<file path="src/rtl/tdm_shift_tx_pkg.sv">
// Shared types and helpers for the TDM/I2S serial transmitter.
package tdm_tx_pkg;

  typedef enum logic {
    IDLE  = 1'b0,
    SHIFT = 1'b1
  } state_t;

  localparam int MAX_CHANNELS = 8;
  localparam int MAX_WIDTH    = 32;

  // Width of the slot index; a single-slot frame still gets one bit.
  function automatic int slot_w(input int channels);
    return (channels > 1) ? $clog2(channels) : 1;
  endfunction

endpackage

</file>
<file path="src/rtl/tdm_shift_tx_if.sv">
// Parallel frame handshake between the mixer datapath and the serial transmitter.
interface tdm_shift_tx_if #(
  parameter int WIDTH    = 16,
  parameter int CHANNELS = 2
);
  logic [CHANNELS*WIDTH-1:0] sample_data;
  logic                      sample_valid;
  logic                      sample_ready;

  modport master (output sample_data, output sample_valid, input  sample_ready);
  modport slave  (input  sample_data, input  sample_valid, output sample_ready);
endinterface

</file>
<file path="src/rtl/tdm_shift_tx_lr_edge_detect.sv">
// Frame-sync rising-edge detector; TDM_SHIFT_TX_I2S_DELAY_EN adds the one-bit I2S delay.
module lr_edge_detect (
  input  logic clk,
  input  logic rst_n,
  input  logic lr_clk,
  output logic start
);
  logic prev_lr;
  logic rise;

  always_ff @(posedge clk or negedge rst_n) begin
    if (!rst_n) prev_lr <= 1'b0;
    else        prev_lr <= lr_clk;
  end

  assign rise = lr_clk & ~prev_lr;

`ifdef TDM_SHIFT_TX_I2S_DELAY_EN
  logic rise_p0;

  always_ff @(posedge clk or negedge rst_n) begin
    if (!rst_n) rise_p0 <= 1'b0;
    else        rise_p0 <= rise;
  end

  assign start = rise_p0;
`else
  assign start = rise;
`endif
endmodule

</file>
<file path="src/rtl/tdm_shift_tx.sv">
// Double-buffered multi-slot serial transmitter (left-justified, or I2S when
// TDM_SHIFT_TX_I2S_DELAY_EN is defined). sd_out changes on the falling clock edge.
module tdm_shift_tx
  import tdm_tx_pkg::*;
#(
  parameter  int WIDTH     = 16,
  parameter  int SLOT_BITS = 32,
  parameter  int CHANNELS  = 2,
  localparam int SLOT_W    = slot_w(CHANNELS)
) (
  input  logic              clk,
  input  logic              rst_n,
  input  logic              lr_clk,
  tdm_shift_tx_if.slave     smp,
  output logic              sd_out,
  output logic [SLOT_W-1:0] slot_idx,
  output logic              busy,
  output logic              underrun
);
  localparam int                FW        = CHANNELS * WIDTH;
  localparam int                BW        = $clog2(SLOT_BITS);
  localparam logic [BW-1:0]     LAST_BIT  = BW'(SLOT_BITS - 1);
  localparam logic [SLOT_W-1:0] LAST_SLOT = SLOT_W'(CHANNELS - 1);

  state_t            state;
  logic              full;
  logic              start;
  logic              accept;
  logic              in_data;
  logic              data_bit;
  logic [BW-1:0]     bit_cnt;
  logic [SLOT_W-1:0] slot_cnt;
  logic [FW-1:0]     hold;
  logic [FW-1:0]     ordered;
  logic [FW-1:0]     sreg;

  lr_edge_detect u_edge (
    .clk    (clk),
    .rst_n  (rst_n),
    .lr_clk (lr_clk),
    .start  (start)
  );

  assign smp.sample_ready = ~full;
  assign accept           = smp.sample_valid & ~full;
  assign slot_idx         = slot_cnt;

  // Channel 0 moves to the top of the shift register so the whole frame leaves MSB-first.
  for (genvar c = 0; c < CHANNELS; c++) begin : g_order
    assign ordered[(CHANNELS-1-c)*WIDTH +: WIDTH] = hold[c*WIDTH +: WIDTH];
  end

  // Control: holding-buffer flag, slot/bit counters and frame state.
  always_ff @(posedge clk or negedge rst_n) begin
    if (!rst_n) begin
      state    <= IDLE;
      busy     <= 1'b0;
      underrun <= 1'b0;
      full     <= 1'b0;
      bit_cnt  <= '0;
      slot_cnt <= '0;
    end else begin
      underrun <= 1'b0;
      if (accept) full <= 1'b1;
      if (start) begin
        full     <= accept;
        underrun <= ~full;
        state    <= SHIFT;
        busy     <= 1'b1;
        bit_cnt  <= '0;
        slot_cnt <= '0;
      end else if (state == SHIFT) begin
        if (bit_cnt == LAST_BIT) begin
          bit_cnt <= '0;
          if (slot_cnt == LAST_SLOT) begin
            state    <= IDLE;
            busy     <= 1'b0;
            slot_cnt <= '0;
          end else begin
            slot_cnt <= slot_cnt + 1'b1;
          end
        end else begin
          bit_cnt <= bit_cnt + 1'b1;
        end
      end
    end
  end

  // Data: holding buffer and frame shift register; validity is tracked by full/state.
  always_ff @(posedge clk) begin
    if (accept) hold <= smp.sample_data;
    if (start) sreg <= full ? ordered : '0;
    else if (state == SHIFT && in_data) sreg <= sreg << 1;
  end

  assign in_data = (32'(bit_cnt) < 32'(WIDTH));

`ifdef TDM_SHIFT_TX_I2S_DELAY_EN
  assign data_bit = (state == SHIFT) & in_data & sreg[FW-1] & ~start;
`else
  assign data_bit = (state == SHIFT) & in_data & sreg[FW-1];
`endif

  // Output stage: half-cycle retiming onto the pad.
  always_ff @(negedge clk or negedge rst_n) begin
    if (!rst_n) sd_out <= 1'b0;
    else        sd_out <= data_bit;
  end
endmodule

</file>
<file path="src/flat_wrapper.sv">
// flat-port wrapper written by rule: the top's interface ports become plain ports
module tdm_shift_tx_flat import tdm_tx_pkg::*;
#(
  parameter  int WIDTH     = 16,
  parameter  int SLOT_BITS = 32,
  parameter  int CHANNELS  = 2,
  localparam int SLOT_W    = slot_w(CHANNELS)
)
  (clk, rst_n, lr_clk, sd_out, slot_idx, busy, underrun, smp_sample_data, smp_sample_valid, smp_sample_ready);
  tdm_shift_tx_if #(.WIDTH(WIDTH), .CHANNELS(CHANNELS)) smp_i ();
  input  logic clk;
  input  logic rst_n;
  input  logic lr_clk;
  output logic sd_out;
  output logic [SLOT_W-1:0] slot_idx;
  output logic busy;
  output logic underrun;
  input wire logic [$bits(smp_i.sample_data)-1:0] smp_sample_data;
  input wire logic [$bits(smp_i.sample_valid)-1:0] smp_sample_valid;
  output wire logic [$bits(smp_i.sample_ready)-1:0] smp_sample_ready;
  assign smp_i.sample_data = smp_sample_data;
  assign smp_i.sample_valid = smp_sample_valid;
  assign smp_sample_ready = smp_i.sample_ready;
  tdm_shift_tx #(.WIDTH(WIDTH), .SLOT_BITS(SLOT_BITS), .CHANNELS(CHANNELS)) u_core (.clk(clk), .rst_n(rst_n), .lr_clk(lr_clk), .smp(smp_i), .sd_out(sd_out), .slot_idx(slot_idx), .busy(busy), .underrun(underrun));
endmodule
</file>
<file path="config.mk">
export PLATFORM = sky130hd
export DESIGN_NAME = tdm_shift_tx_flat
export DESIGN_NICKNAME = d
export VERILOG_FILES = /design/src/rtl/tdm_shift_tx_pkg.sv /design/src/rtl/tdm_shift_tx_if.sv /design/src/rtl/tdm_shift_tx_lr_edge_detect.sv /design/src/rtl/tdm_shift_tx.sv /design/src/flat_wrapper.sv
export SDC_FILE = /design/constraint.sdc
export NUM_CORES = 1
export LEC_CHECK = 0
export CAP_MARGIN = 0
export CORE_MARGIN = 4
export CORE_UTILIZATION = 50
export DETAILED_ROUTE_END_ITERATION = 10
export GPL_TIMING_DRIVEN = 0
export PLACE_DENSITY = 0.74
export SLEW_MARGIN = 20
export SYNTH_ARGS = -nofsm -noshare
export SYNTH_HDL_FRONTEND = slang
export SYNTH_SLANG_ARGS = --single-unit
</file>
<file path="constraint.sdc">
create_clock -name clk -period 3.3 [get_ports clk]
set_input_delay 0.66 -clock clk [delete_from_list [all_inputs] [get_ports clk]]
set_output_delay 0.66 -clock clk [all_outputs]
set_load 0.05 [all_outputs]
</file>
==> results of run 1 <==
## cell usage after synthesis
master	number	area [um2]
mux2i_1	3	30.03
nor2b_2	1	8.760
and3_1	2	12.51
buf_4	3	22.52
edfxtp_1	64	1922
o211ai_1	1	7.510
ha_1	2	25.02
xor2_1	1	8.760
a21oi_1	2	10.01
inv_2	1	3.750
nand3_2	10	100.1
inv_1	1	3.750
nor2b_1	1	6.260
buf_6	4	45.04
dfrtn_1	1	25.02
o21ai_1	1	5.000
nand2b_1	1	6.260
nand3_1	22	110.1
nor3b_1	2	15.01
o21ai_0	2	10.01
nor2_1	7	26.28
buf_2	6	30.03
dfrtp_1	11	275.3
and4bb_1	1	12.51
a21o_1	1	7.510
nand2_1	68	255.2
## through the flow
step / cells / hold WS, ns / instance area [um2] / worst slack, ns / total power [uW]
after floorplan: 219 / 0.3644 / 2984 / 0.3388 / 1534
after global placement: 331 / 0.4892 / 3475 / -0.2530 / 1644
after detailed placement: 333 / 0.5003 / 3548 / -0.1638 / 1684
after CTS: 349 / 0.5189 / 3701 / 0.02559 / 2256
after global routing: 349 / 0.5308 / 3701 / 0.001795 / 2351
final: 349 / 0.5151 / 3701 / 0.03843 / 2229
## cells in the final DEF, fill, tap and decap left out, types with 3 or more instances in the layout
master	netlist	routed
nand3_1	22	22
clkinv_2	0	3
nand2_1	68	68
buf_6	4	4
buf_4	3	3
edfxtp_1	64	64
dfrtp_1	11	11
mux2i_1	3	3
clkbuf_8	0	9
clkinv_1	0	3
nor2_1	7	7
buf_2	6	7
nand3_2	10	10
clkdlybuf4s50_1	0	39
## area by class of cell
type | instances | area, um2
clock buffer | 9 | 123.9
buffer | 13 | 97.59
sequential | 76 | 2222
timing repair buffer | 42 | 450.4
multi-input combinational | 128 | 675.6
fill | 419 | 1941
inverter | 2 | 7.507
clock inverter | 7 | 33.78
tap | 72 | 90.09
## power groups by stage
stage / logic [uW] / clock network, uW / registers [uW]
detailed placement: 350 / 0 / 1330
floorplan: 201 / 0 / 1330
global placement: 316 / 0 / 1330
CTS: 349 / 595 / 1310
global route: 387 / 636 / 1330
finish: 342 / 577 / 1310
## worst min-delay path by stage
stage / from / to / slack [ns] / cells after the start
6_report: u_core.sreg[25] / u_core.sreg[26] / 0.52 / 2
5_1_grt: u_core.sreg[2] / u_core.sreg[3] / 0.53 / 2
4_1_cts: u_core.sreg[10] / u_core.sreg[11] / 0.52 / 2
3_5_place_dp: u_core.busy / u_core.busy / 0.50 / 2
3_3_place_gp: u_core.sreg[18] / u_core.sreg[19] / 0.49 / 2
2_1_floorplan: rst_n / u_core.bit_cnt[0] / 0.36 / 0
## worst reg2reg max path: stages, from the launching register on
cell and delay (ns):
dfrtp_1 0.37, buf_2 0.18, inv_2 0.11, nor3b_1 0.06
## per-layer routing
layer / routed length [um] / part of all wire / GRT usage / up-vias
met5: 0 / 0 / 0 / -
met3: 269 / 0.054 / 0.04660 / 7
met1: 2164 / 0.44 / 0.1910 / 823
li1: - / - / - / 871
met4: 65 / 0.013 / 0.06475 / 0
met2: 2468 / 0.50 / 0.2387 / 37
## state kept, by name (all words and copies together) (netlist names)
name,count
u_core.sd_out,1
u_core.sreg,32
u_core.u_edge.prev_lr,1
u_core.busy,1
u_core.state,1
u_core.bit_cnt,5
u_core.hold,32
u_core.slot_idx,1
u_core.underrun,1
u_core.full,1
## logic make-up (layout without fill, tap and decap cells)
| family | after synthesis | in the layout | share of synthesized area |
|---|---|---|---|
| AND/OR/NAND/NOR | 115 | 115 | 0.1853 |
| flip-flops | 76 | 76 | 0.7447 |
| buffers and inverters | 15 | 73 | 0.03522 |
| AO/OA/AOI/OAI | 7 | 7 | 0.01342 |
| multiplexers | 3 | 3 | 0.01006 |
| adder cells (fa/ha/maj) | 2 | 2 | 0.008384 |
| XOR/XNOR | 1 | 1 | 0.002936 |
==> impl_metrics.toml, run 1 <==
[run_status]
status = "finished, final reports clean"

[floorplan]
rows = 27
die_h_um = 85.26
die_w_um = 85.26
num_io_pins = 41
fp.coreArea_mm2 = 0.005642
die_area_mm2 = 0.007268
initial_utilization = 0.5289

[placement]
portBuffers = 40
gp_congestion = 0.6884
dpl.hpwl_um = 3471

[finish]
syn_to_final_growth_pct = 24.03
nets = 310
antennaDiodeCount = 0
final_util = 0.6560
drive_above_1_share = 0.1552

[pwr]
p_switching_uw = 573.5
pwr-share-clk = 0.259
power_density_mw_per_mm2 = 602.3
comb_power_share = 0.154
switching_share = 0.2572
p_leak_uw = 0.001547
power_frac_seq = 0.588
ir_worst_vdd_v = 0.0003714
p_int_uw = 1656

[cts]
cts_root_buf = "clkbuf_8"
cts.clk_slew.worst_paths_ns = 0.07
cts_buffers = 9
cts_max_level = 3
clockBufferDepth = 2
cts_sinks = 76
clock_latency_ns = 0.33
holdBufCountCts = 0
cts_tree = "done"
post_cts_buffers = 0
cts_resized = 5

[critical_path]
critPathMaxStageDelay_ns = 0.38
r2r-start = "u_core.state"
path_depth = 1
cp_max_fo = 1
startpoint_type = "flop"
r2r_slack_ns = 0.76
worstSetupStartpoint = "u_core.sd_out"
r2r_cells = 3
critPathRequiredTime_ns = 2.64
critPathTopFamily = "flip-flops"
crit_arrival_ns = 2.60
slowest_stage = "dfrtn_1"
worstSetupEndpoint = "sd_out"
cp_num_buf_inv = 1
r2r_end = "u_core.sd_out"
crit_chain = "buf_2"
worstSetupPathType = "reg2out"
end_kind = "primary output"

[global_routing]
grt_pass1_wl_um = 8369
grt_overflow = 0
track_usage = 0.1504
grt_max_degree = 24
antenna_found_initial = 0
grt_pass1_vias = 1770

[min_path]
hp-class = "reg2reg"

[detailed_routing]
routed_wl_um = 4968
vias = 1738
wl_per_cell_um = 14.23
dr.pass1.iters = 4
viasPerCell = 4.980
detail-route-antenna-nets = 0
drt_first_iter_violations = 93
drc = 0

[synth]
netlist_area_mm2 = 0.002984
ys_ff_latch = 76
synth_cell_types = 26
syn_nets = 257
ys_seq_area_frac = 0.7447
ys_warn_count = 0
avgSynthCellArea_um2 = 13.63
synthesis.instances = 219

[timing]
clock_skew_ns = 0.009966
worst_pin_slew_ns = 0.5366
setup_viol = 0
rsz0062_at_grt = "false"
max_slew_margin = 0.6412
hold_viol = 0
tns_ns = 0
slew_violations = 0

[job]
drv_cap = 0
Note: power is estimated with default switching activity, not from simulation.
==> run 2: changes to the inputs <==
GPL_ROUTABILITY_DRIVEN = 0   (was default)
PLACE_DENSITY = 0.8   (was 0.74)
==> run 2 against run 1 <==
Compared with the run above:
- critical path depth is the same
- register-to-register slack is essentially flat
- worst setup slack lost 0.0043 ns
- core utilization grew 1.0 points
- count of clock-buffer cells in the layout grew 1
- sequential share of layout area shrank 0.94 points
- clock skew grew 0.0065 ns
- critical path type unchanged
==> impl_metrics.toml, run 2 (synthesis results as in run 1) <==
[critical_path]
worstSetupPathType = "reg2out"
slowest_stage = "dfrtn_1"
end_kind = "primary output"
r2r_slack_ns = 0.77
critPathMaxStageDelay_ns = 0.38
critPathRequiredTime_ns = 2.64
cp_num_buf_inv = 1
worstSetupStartpoint = "u_core.sd_out"
cp_max_fo = 1
r2r_cells = 3
r2r-start = "u_core.state"
crit_arrival_ns = 2.61
startpoint_type = "flop"
critPathTopFamily = "flip-flops"
crit_chain = "buf_2"
r2r_end = "u_core.sd_out"

[run_status]
status = "finished, final reports clean"

[finish]
design_area_mm2 = 0.003760
syn_to_final_growth_pct = 26.00
regArea_mm2 = 0.002222
layout_commonest_cell = "nand2_1"
drive_above_1_share = 0.1625
multi_input_area_um2 = 675.6
final_cell_mix = "nand2_1, edfxtp_1, clkdlybuf4s50_1"
nets = 310
fillers = 396
antennaDiodeCount = 0
largest_registers = "u_core.hold x32, u_core.sreg x32, u_core.bit_cnt x5"
stdcell_count = 349

[timing]
slew_violations = 0
setup_slack_ns = 0.03411
setup_viol = 0
worst_pin_slew_ns = 0.5254
hold_ws_ns = 0.5077
max_slew_margin = 0.6487
hold_viol = 0
rsz0062_at_grt = "false"
clock_skew_ns = 0.01650

[min_path]
worstHoldEndpoint = "u_core.sreg[1]"
hp-class = "reg2reg"
worstHoldStart = "u_core.sreg[0]"
whs_path_depth = 2

[detailed_routing]
detail-route-antenna-nets = 0
viasPerCell = 5.017
drc = 0
drt_first_iter_violations = 130
dr.pass1.iters = 4
vias = 1751
wl_per_cell_um = 14.44
routed_wl_um = 5038

[pwr]
power_density_mw_per_mm2 = 641.7
p_int_uw = 1820
p_leak_uw = 0.001568
comb_power_share = 0.142
power_frac_seq = 0.543
p_switching_uw = 592.1
pwr-share-clk = 0.315
switching_share = 0.2454
ir_worst_vdd_v = 0.0003738

[cts]
cts_sinks = 76
cts.clk_slew.worst_paths_ns = 0.07
holdBufCountCts = 0
cts_resized = 5
cts_root_buf = "clkbuf_8"
post_cts_buffers = 0
cts_tree = "done"
cts_max_level = 3
clockBufferDepth = 2
clock_latency_ns = 0.34
cts_buffers = 9

[floorplan]
die_area_mm2 = 0.007268
fp.coreArea_mm2 = 0.005642
rows = 27
die_h_um = 85.26
num_io_pins = 41
die_w_um = 85.26
initial_utilization = 0.5289

[job]
drv_cap = 0

[global_routing]
grt_pass1_vias = 1760
grt_max_degree = 25
antenna_found_initial = 0
track_usage = 0.1500
grt_overflow = 0
grt_pass1_wl_um = 8148

[placement]
portBuffers = 40
dp.cells = 333
pre_cts_slack_ns = -0.1704
placed_area_mm2 = 0.003548
dpl.hpwl_um = 3402
==> run 2: cell count changes in the layout (fill, tap and decap cells not counted), sizes merged <==
cell      before  now
bufinv         0    2
clkinv         6    2
clkinvlp       1    2
clkbuf         9   10
==> run 2: how the worst max path moves through the flow <==
stage / end / slack, ns / depth (start not counted)
floorplan: sd_out / 0.34 / 0
global placement: u_core.hold[4] / -0.23 / 2
detailed placement: sd_out / -0.17 / 1
CTS: sd_out / 0.02 / 1
global route: sd_out / 0.002 / 1
finish: sd_out / 0.03 / 1
==> run 2: layer usage <==
layer | up-vias | share of wire | GRT usage
met4 | 0 | 0.028 | 0.09496
met3 | 12 | 0.048 | 0.03495
met2 | 39 | 0.50 | 0.2401
met1 | 829 | 0.43 | 0.1827
li1 | 871 | - | -
met5 | - | 0 | 0
==> run 2: power groups by stage <==
stage | combinational, uW | clock (uW) | sequential, uW
2_1_floorplan | 201 | 0 | 1330
3_3_place_gp | 316 | 0 | 1330
3_5_place_dp | 348 | 0 | 1330
4_1_cts | 349 | 776 | 1310
5_1_grt | 385 | 821 | 1330
6_report | 342 | 760 | 1310
==> run 2: cell type report <==
cell class | count | share of cell area
flip-flops and latches | 76 | 0.5910
multi-input cells | 128 | 0.1797
repair buffers | 42 | 0.1198
clock buffers | 10 | 0.03394
plain buffers | 13 | 0.02596
well taps | 72 | 0.02396
clock inverters | 6 | 0.02363
inverters | 2 | 0.001997
==> run 2: stage by stage <==
step                      utilization  total power [uW]  setup TNS (ns)
after floorplan                     -              1534               0
after global placement         0.6159              1645          -10.38
after detailed placement       0.6290              1681         -0.1704
after CTS                      0.6664              2437               0
after global routing           0.6664              2533               0
final                          0.6664              2413               0
